<file path="src/rtl/imem_loader_if.sv">
// Byte-stream and instruction-RAM write signals of the program loader.
// The master side is the byte source / controller, the slave side is the loader.
interface imem_loader_if #(
    parameter int unsigned ADDR_W = 16
);
    logic              start;
    logic [7:0]        in_data;
    logic              in_valid;
    logic              in_ready;
    logic              mem_we;
    logic [ADDR_W-1:0] mem_addr;
    logic [31:0]       mem_wdata;
    logic              cpu_hold;
    logic              done;
    logic              error;

    modport master (
        output start, in_data, in_valid,
        input  in_ready, mem_we, mem_addr, mem_wdata, cpu_hold, done, error
    );

    modport slave (
        input  start, in_data, in_valid,
        output in_ready, mem_we, mem_addr, mem_wdata, cpu_hold, done, error
    );
endinterface

</file>
<file path="src/rtl/imem_loader.sv">
// Length-prefixed byte-stream loader that assembles little-endian 32-bit words,
// writes them to instruction RAM from BASE_ADDR and holds the core until complete.
module imem_loader #(
    parameter int unsigned       ADDR_W    = 16,
    parameter logic [ADDR_W-1:0] BASE_ADDR = '0,
    parameter int unsigned       MAX_WORDS = 16384
) (
    input  logic        clk,
    input  logic        rst,
    imem_loader_if.slave bus
);
    localparam int unsigned LEN_W  = 16;
    localparam int unsigned WORD_W = 32;
    localparam int unsigned IDX_W  = 2;

    typedef enum logic [2:0] {
        S_IDLE,
        S_LEN_LO,
        S_LEN_HI,
        S_DATA,
        S_WRITE,
        S_DONE,
        S_ERROR
    } state_e;

    state_e              state_q, state_d;
    logic [7:0]          len_lo_q, len_lo_d;
    logic [LEN_W-1:0]    remaining_q, remaining_d;
    logic [IDX_W-1:0]    byte_idx_q, byte_idx_d;
    logic [ADDR_W-1:0]   addr_q, addr_d;
    logic [WORD_W-1:0]   wdata_q, wdata_d;
    logic                in_ready_q, in_ready_d;
    logic                mem_we_q, mem_we_d;
    logic                cpu_hold_q, cpu_hold_d;
    logic                done_q, done_d;
    logic                error_q, error_d;
    logic                accept_c;
    logic [LEN_W-1:0]    len_val_c;

    // State and registered outputs
    always_ff @(posedge clk or posedge rst) begin
        if (rst) begin
            state_q     <= S_IDLE;
            len_lo_q    <= '0;
            remaining_q <= '0;
            byte_idx_q  <= '0;
            addr_q      <= BASE_ADDR;
            wdata_q     <= '0;
            in_ready_q  <= 1'b0;
            mem_we_q    <= 1'b0;
            cpu_hold_q  <= 1'b1;
            done_q      <= 1'b0;
            error_q     <= 1'b0;
        end else begin
            state_q     <= state_d;
            len_lo_q    <= len_lo_d;
            remaining_q <= remaining_d;
            byte_idx_q  <= byte_idx_d;
            addr_q      <= addr_d;
            wdata_q     <= wdata_d;
            in_ready_q  <= in_ready_d;
            mem_we_q    <= mem_we_d;
            cpu_hold_q  <= cpu_hold_d;
            done_q      <= done_d;
            error_q     <= error_d;
        end
    end

    // Next state, datapath updates, and outputs decoded from the next state
    always_comb begin
        state_d     = state_q;
        len_lo_d    = len_lo_q;
        remaining_d = remaining_q;
        byte_idx_d  = byte_idx_q;
        addr_d      = addr_q;
        wdata_d     = wdata_q;
        accept_c    = bus.in_valid & in_ready_q;
        len_val_c   = {bus.in_data, len_lo_q};

        case (state_q)
            S_IDLE: begin
                if (bus.start) state_d = S_LEN_LO;
            end
            S_LEN_LO: begin
                if (accept_c) begin
                    len_lo_d = bus.in_data;
                    state_d  = S_LEN_HI;
                end
            end
            S_LEN_HI: begin
                if (accept_c) begin
                    addr_d      = BASE_ADDR;
                    byte_idx_d  = '0;
                    remaining_d = len_val_c;
                    if ((len_val_c == '0) || (32'(len_val_c) > MAX_WORDS)) begin
                        state_d = S_ERROR;
                    end else begin
                        state_d = S_DATA;
                    end
                end
            end
            S_DATA: begin
                if (accept_c) begin
                    // Little-endian: first byte ends up in bits 7:0 after four shifts
                    wdata_d    = {bus.in_data, wdata_q[WORD_W-1:8]};
                    byte_idx_d = byte_idx_q + IDX_W'(1);
                    if (byte_idx_q == IDX_W'(3)) state_d = S_WRITE;
                end
            end
            S_WRITE: begin
                addr_d      = addr_q + ADDR_W'(4);
                remaining_d = remaining_q - LEN_W'(1);
                state_d     = (remaining_q == LEN_W'(1)) ? S_DONE : S_DATA;
            end
            S_DONE, S_ERROR: begin
                if (bus.start) state_d = S_LEN_LO;
            end
            default: state_d = S_IDLE;
        endcase

        in_ready_d = (state_d == S_LEN_LO) || (state_d == S_LEN_HI) || (state_d == S_DATA);
        mem_we_d   = (state_d == S_WRITE);
        cpu_hold_d = (state_d != S_DONE);
        done_d     = (state_d == S_DONE);
        error_d    = (state_d == S_ERROR);
    end

    assign bus.in_ready  = in_ready_q;
    assign bus.mem_we    = mem_we_q;
    assign bus.mem_addr  = addr_q;
    assign bus.mem_wdata = wdata_q;
    assign bus.cpu_hold  = cpu_hold_q;
    assign bus.done      = done_q;
    assign bus.error     = error_q;
endmodule
</file>
<file path="src/flat_wrapper.sv">
// flat-port wrapper written by rule: the top's interface ports become plain ports
module imem_loader_flat 
#(
    parameter int unsigned       ADDR_W    = 16,
    parameter logic [ADDR_W-1:0] BASE_ADDR = '0,
    parameter int unsigned       MAX_WORDS = 16384
)
  (clk, rst, bus_start, bus_in_data, bus_in_valid, bus_in_ready, bus_mem_we, bus_mem_addr, bus_mem_wdata, bus_cpu_hold, bus_done, bus_error);
  imem_loader_if #(.ADDR_W(ADDR_W)) bus_i ();
  input  logic clk;
  input  logic rst;
  input wire logic [$bits(bus_i.start)-1:0] bus_start;
  input wire logic [$bits(bus_i.in_data)-1:0] bus_in_data;
  input wire logic [$bits(bus_i.in_valid)-1:0] bus_in_valid;
  output wire logic [$bits(bus_i.in_ready)-1:0] bus_in_ready;
  output wire logic [$bits(bus_i.mem_we)-1:0] bus_mem_we;
  output wire logic [$bits(bus_i.mem_addr)-1:0] bus_mem_addr;
  output wire logic [$bits(bus_i.mem_wdata)-1:0] bus_mem_wdata;
  output wire logic [$bits(bus_i.cpu_hold)-1:0] bus_cpu_hold;
  output wire logic [$bits(bus_i.done)-1:0] bus_done;
  output wire logic [$bits(bus_i.error)-1:0] bus_error;
  assign bus_i.start = bus_start;
  assign bus_i.in_data = bus_in_data;
  assign bus_i.in_valid = bus_in_valid;
  assign bus_in_ready = bus_i.in_ready;
  assign bus_mem_we = bus_i.mem_we;
  assign bus_mem_addr = bus_i.mem_addr;
  assign bus_mem_wdata = bus_i.mem_wdata;
  assign bus_cpu_hold = bus_i.cpu_hold;
  assign bus_done = bus_i.done;
  assign bus_error = bus_i.error;
  imem_loader #(.ADDR_W(ADDR_W), .BASE_ADDR(BASE_ADDR), .MAX_WORDS(MAX_WORDS)) u_core (.clk(clk), .rst(rst), .bus(bus_i));
endmodule
</file>
<file path="config.mk">
export PLATFORM = sky130hd
export DESIGN_NAME = imem_loader_flat
export DESIGN_NICKNAME = d
export VERILOG_FILES = /design/src/rtl/imem_loader_if.sv /design/src/rtl/imem_loader.sv /design/src/flat_wrapper.sv
export SDC_FILE = /design/constraint.sdc
export NUM_CORES = 1
export LEC_CHECK = 0
export BUFFER_PORTS_ARGS = -buffer_cell sky130_fd_sc_hd__clkbuf_2
export CAP_MARGIN = 40
export CORE_MARGIN = 8
export CORE_UTILIZATION = 31
export DETAILED_ROUTE_END_ITERATION = 10
export GPL_ROUTABILITY_DRIVEN = 0
export HOLD_SLACK_MARGIN = 0.08
export SLEW_MARGIN = 20
export SYNTH_ARGS = -nofsm -noshare
export SYNTH_HDL_FRONTEND = slang
export SYNTH_SLANG_ARGS = --single-unit
</file>
<file path="constraint.sdc">
create_clock -name clk -period 5.6 [get_ports clk]
set_input_delay 0.28 -clock clk [delete_from_list [all_inputs] [get_ports clk]]
set_output_delay 0.28 -clock clk [all_outputs]
set_load 0.1 [all_outputs]
</file>
# Yosys cells after proc, flatten, opt, wreduce, memory -nomap -nowiden
# Cells that the tools add are included.
[totals] regBits=82 latch_bits=0 ram_bits=0 rom_bits=0 in_bits=12 wordCells=60 memories=0
[op_classes] n_addsub=3 mul=0 div_mod_pow=0 magnitude_cmp=1 n_eq_ne=17 shifts=0 mux=15 bitwise=1 reduce_logical=12
[op_table] operator="$pmux W16 S2" count=2
[op_table] operator="$mux W16" count=2
[op_table] operator="$mux W3" count=7
[op_table] operator="$eq A3 B3 Y1 const B" count=6
[op_table] operator="$add A16 B3 Y16 const B" count=1
[op_table] operator="$eq A16 B1 Y1 const B" count=1
[op_table] operator="$gt A16 B15 Y1 const B" count=1
[op_table] operator="$logic_not A16 Y1" count=1
[op_table] operator="$sub A16 B1 Y16 const B" count=1
[op_table] operator="$pmux W3 S5" count=1
[op_table] operator="$eq A3 B2 Y1 const B" count=4
[op_table] operator="$eq A3 B1 Y1 const B" count=2
[op_table] operator="$reduce_and A2 Y1" count=3
[op_table] operator="$mux W2" count=2
[op_table] operator="$ne A2 B1 Y1 const B" count=2
[op_table] operator="$pmux W2 S2" count=1
[op_table] operator="$reduce_bool A2 Y1" count=2
[op_table] operator="$logic_not A3 Y1" count=1
[op_table] operator="$logic_or A1 B1 Y1" count=3
[op_table] operator="$ne A3 B3 Y1 const B" count=1
[op_table] operator="$reduce_and A3 Y1" count=1
[op_table] operator="$reduce_or A3 Y1" count=1
[op_table] operator="$add A2 B1 Y2 const B" count=1
[op_table] operator="$eq A2 B2 Y1 const B" count=1
[op_table] operator="$and A1 B1 Y1" count=1

# Logic depth before layout (Yosys ltp)
[depth] ltp_word=8 ltp_mapped=7 mapped_depth_nobuf=6

# Worst setup path before layout
# OpenSTA, ideal clock, no wires.
[synth_path] path_type="reg2reg" start="reg u_core.in_ready_q (netlist: u_core.bus.in_ready)" end="reg u_core.remaining_q[7]" setup_ps=116 arrival_ps=2072 setup_slack_ps=3412 stages_incl_launch_ff=6 path_buffers=1 synth_period_minus_slack_ps=2188 cell_sequence="dfrtp_1 -> nand3b_1 -> nor2_1 -> clkbuf_1 -> nand2_1 -> o311ai_0"
[synth_via] elab_chain_cells=3
[synth_rtl] item="start, declared" line_no="imem_loader.sv:32" source="logic in_ready_q, in_ready_d;"
[synth_rtl] item="start signal, assigned" line_no="imem_loader.sv:61" source="in_ready_q <= in_ready_d;"
[synth_rtl] item="$and A1 B1 Y1" line_no="imem_loader.sv:77" source="accept_c = bus.in_valid & in_ready_q;"
[synth_rtl] item="$ne A2 B1 Y1 (no source line)"
[synth_rtl] item="$reduce_and A2 Y1 (no source line)"
[synth_rtl] item="end signal, assigned" line_no="imem_loader.sv:57" source="remaining_q <= remaining_d;"
[synth_rtl] item="end, declared" line_no="imem_loader.sv:28" source="logic [LEN_W-1:0] remaining_q, remaining_d;"
# Every way passes these cells.
# A chain may end at the register's enable or synchronous reset.

# Worst setup path in the final report
[layout_path] start="reg u_core.state_q[0]" end="reg u_core.remaining_q[2]"
[layout_via] elab_chain_cells=3 elab_cells_between_ends=6 cone_classes="eq/ne: 3; mux: 1; reduce/logical: 2"
[layout_rtl] item="start, declared" line_no="imem_loader.sv:26" source="state_e state_q, state_d;"
[layout_rtl] item="start signal, assigned" line_no="imem_loader.sv:55" source="state_q <= state_d;"
[layout_rtl] item="$eq A3 B2 Y1 / $eq A3 B3 Y1 (equally long branches)" line_no="imem_loader.sv:80" source="case (state_q)"
[layout_rtl] item="$ne A2 B1 Y1 (no source line) / $reduce_bool A2 Y1 (equally long branches)"
[layout_rtl] item="$reduce_and A2 Y1 (no source line)"
# Several ways; a longest one is shown, not always the timed one.

==> summary.txt <==
Hold path
  – Hold crit path type: in2reg

Outcome
  – Status: finished clean

CTS
  – Clock transition at the registers of the reported paths: 0.06 ns
  – Skew-Pair Late Insertion Delay: 0.34 ns
  – CTS Buf Count: 9
  – Postcts setup bufs: 0
  – Buffers from clock root to sink, at most: 2
  – Clock Sinks: 80
  – CTS tree: yes
  – Root buf cell: clkbuf_16
  – H-tree levels: 3

STA
  – Tmin final: 2.32 ns
  – # setup viols final: 0
  – Worst slew pin tran: 0.785 ns
  – Skew final: 0.00673 ns
  – RSZ-0062 raised after global routing: no
  – Fmax: 432 MHz
  – Slew Limit Headroom: 47.7%
  – Max Transition Viols Final: 0
  – Setup tns final: 0 ns
  – Final Cycle Share: 41.4%
  – Final hold violations: 0

Run
  – MaxCap Viol Count: 0

Floorplan
  – Die area: 15,800 sq um
  – Site row count: 40
  – Die Y: 126 um
  – IO Count: 65
  – Die W: 126 um
  – Core area: 11,900 sq um
  – Initial core utilization: 31.4%

Finish
  – FF/Latch Area: 2000 sq um
  – Filler cells: 1,155
  – Diode count: 0
  – Area of the multi-input gates: 1620 sq um
  – Final nets: 403
  – Synth-to-layout area growth: 22.5%
  – Share of cells above drive strength 1: 32.9%

GRT
  – GRT Residual Overflow: 0
  – GR Util All Layers: 11.8%
  – Initial antenna violation count: 0
  – Largest net degree at the start of global routing: 49
  – First-pass GRT wire length: 15,100 um
  – Vias in the first global route: 2,899

Placed design
  – Port Buffers: 62
  – HPWL Detailed: 6380 um

Critical path
  – CP cell instances: or3b_1 -> o21ai_0 -> o21ai_0 -> a221o_1
  – Worst setup EP type: flip-flop
  – CP most frequent cell: o21ai_0
  – CP Data Arrival Time: 2.53 ns
  – Max stage delay on crit path: 0.78 ns
  – Critical path required time: 5.82 ns
  – CP Class: reg2reg
  – Slowest CP cell: or3b_1
  – Startpoint class of the critical path: flip-flop
  – Critical path peak fanout: 25

Drt
  – Vias per cell: 5.33
  – Final WL: 8990 um
  – Vias post-DR: 2,873
  – Wirelength per Cell: 16.7 um
  – Initial DRC count: 192
  – # DRC: 0
  – Antenna viol nets, final: 0
  – Initial DRT Pass Iterations: 4

Synthesis
  – Top FF cell, synth: dfrtp_1
  – Seq cells post-synth: 80
  – Top post-synthesis cells by area: dfrtp_1 (53%), mux2_2 (12%), nand2_1 (2.9%)
  – Yosys top cell by area: dfrtp_1
  – Top-count cell post-synth: dfrtp_1
  – Cell variety after synth: 56
  – Register area share after synthesis: 53.8%
  – Synthesized area per cell: 11.6 sq um
  – Ys async rst share: 100%
  – Synth top cells by count: dfrtp_1 (79), mux2_2 (40), nand2_1 (29), o21ai_0 (21), nand3_1 (15)
  – Synth Instances: 322
  – Post-synthesis cell area: 3730 sq um
  – Yosys warning count: 0
  – Post-synth top area share: 53.1%
  – Post-synth EDFFs: 0
## state kept, by name (all words and copies together) (netlist names), 2 cells and up
| signal | count |
|---|---|
| u_core.bus.mem_wdata | 32 |
| u_core.len_lo_q | 8 |
| u_core.remaining_q | 16 |
| u_core.state_q | 3 |
| u_core.bus.mem_addr | 14 |
| u_core.byte_idx_q | 2 |
## final timing paths
path                                    startpoint                      end  slack [ns]  cells past startpoint
min in group asynchronous                      rst  u_core.bus.mem_wdata[1]        0.56                      4
max in group asynchronous                      rst      u_core.bus.cpu_hold        4.39                      5
setup / recovery                 u_core.state_q[0]    u_core.remaining_q[2]        3.28                      4
setup reg to reg                 u_core.state_q[0]    u_core.remaining_q[2]        3.28                      4
hold / removal                      bus_in_data[2]   u_core.remaining_q[10]        0.24                      3
hold reg to reg            u_core.bus.mem_addr[15]  u_core.bus.mem_addr[15]        0.48                      1
## final cells by class
class                   instances  share of cell area (%)
clock buffers                   9                    4.93
repair buffers                 68                    8.36
clock inverters                 7                    2.77
well taps                     147                    4.03
multi-input cells             222                    35.5
inverters                       6                   0.521
flip-flops and latches         80                    43.9
## routing by layer
metal	share of wire [%]	track usage [%]
met1	44	14.5
met2	50	19.3
met3	3.3	2.95
met4	2.3	5.52
met5	0	0
## cell usage in the layout, fill, tap and decap left out, drive strengths merged, types with 3 or more instances in the layout
cell    synthesis  routed
nor3b           3       3
mux2           40      40
clkbuf          7      71
a221o           4       4
mux2i           6       6
and3            5       5
a21oi           4       4
nand2          29      29
nor2b           4       4
nand4           5       5
inv             6       8
nor4            6       6
o311ai         11      11
buf             8       5
nand2b          5       5
dfrtp          79      79
ha              4       4
o21ai          21      21
o211ai          9       9
nor2           10      10
nor3            4       4
nand3          15      15
a31oi           6       6
bufinv          0       3
or3             4       4
## critical path, delay by kind of cell, from the launching register on
| kind | cells | cell delay [ns] |
|---|---|---|
| AO/OA/AOI/OAI | 3 | 0.85 |
| flip-flops | 1 | 0.56 |
| AND/OR/NAND/NOR | 1 | 0.78 |
## metrics by stage
stage | hold WS (ns) | instances | setup WS [ns] | utilization [%] | cell area [sq um]
floorplan | 0.396 | 323 | 3.27 | - | 3730
global placement | 0.469 | 520 | 3.39 | 35.1 | 4160
detailed placement | 0.385 | 522 | 3.30 | 35.4 | 4200
CTS | 0.235 | 539 | 3.28 | 38.5 | 4560
global route | 0.251 | 539 | 3.10 | 38.5 | 4560
finish | 0.244 | 539 | 3.28 | 38.5 | 4560
## repair_timing
action | CTS | global route
hold endpoints to repair | 32 | 0
resized for setup | 0 | 0
hold buffers | 1 | 0
## cells by family (layout without fill, tap and decap cells)
kind of cell             Yosys count  count (layout)  share of synthesized area, %
flip-flops                        80              80                          53.8
AO/OA/AOI/OAI                     69              69                          13.1
AND/OR/NAND/NOR                  100             100                          14.9
buffers and inverters             21              90                          2.85
other                              1               2                         0.101
adder cells (fa/ha/maj)            4               4                          1.34
multiplexers                      46              46                          13.7
XOR/XNOR                           1               1                         0.235
Power is not shown: default switching activity piles up to over one toggle a cycle in this logic, so the estimate is an artifact.
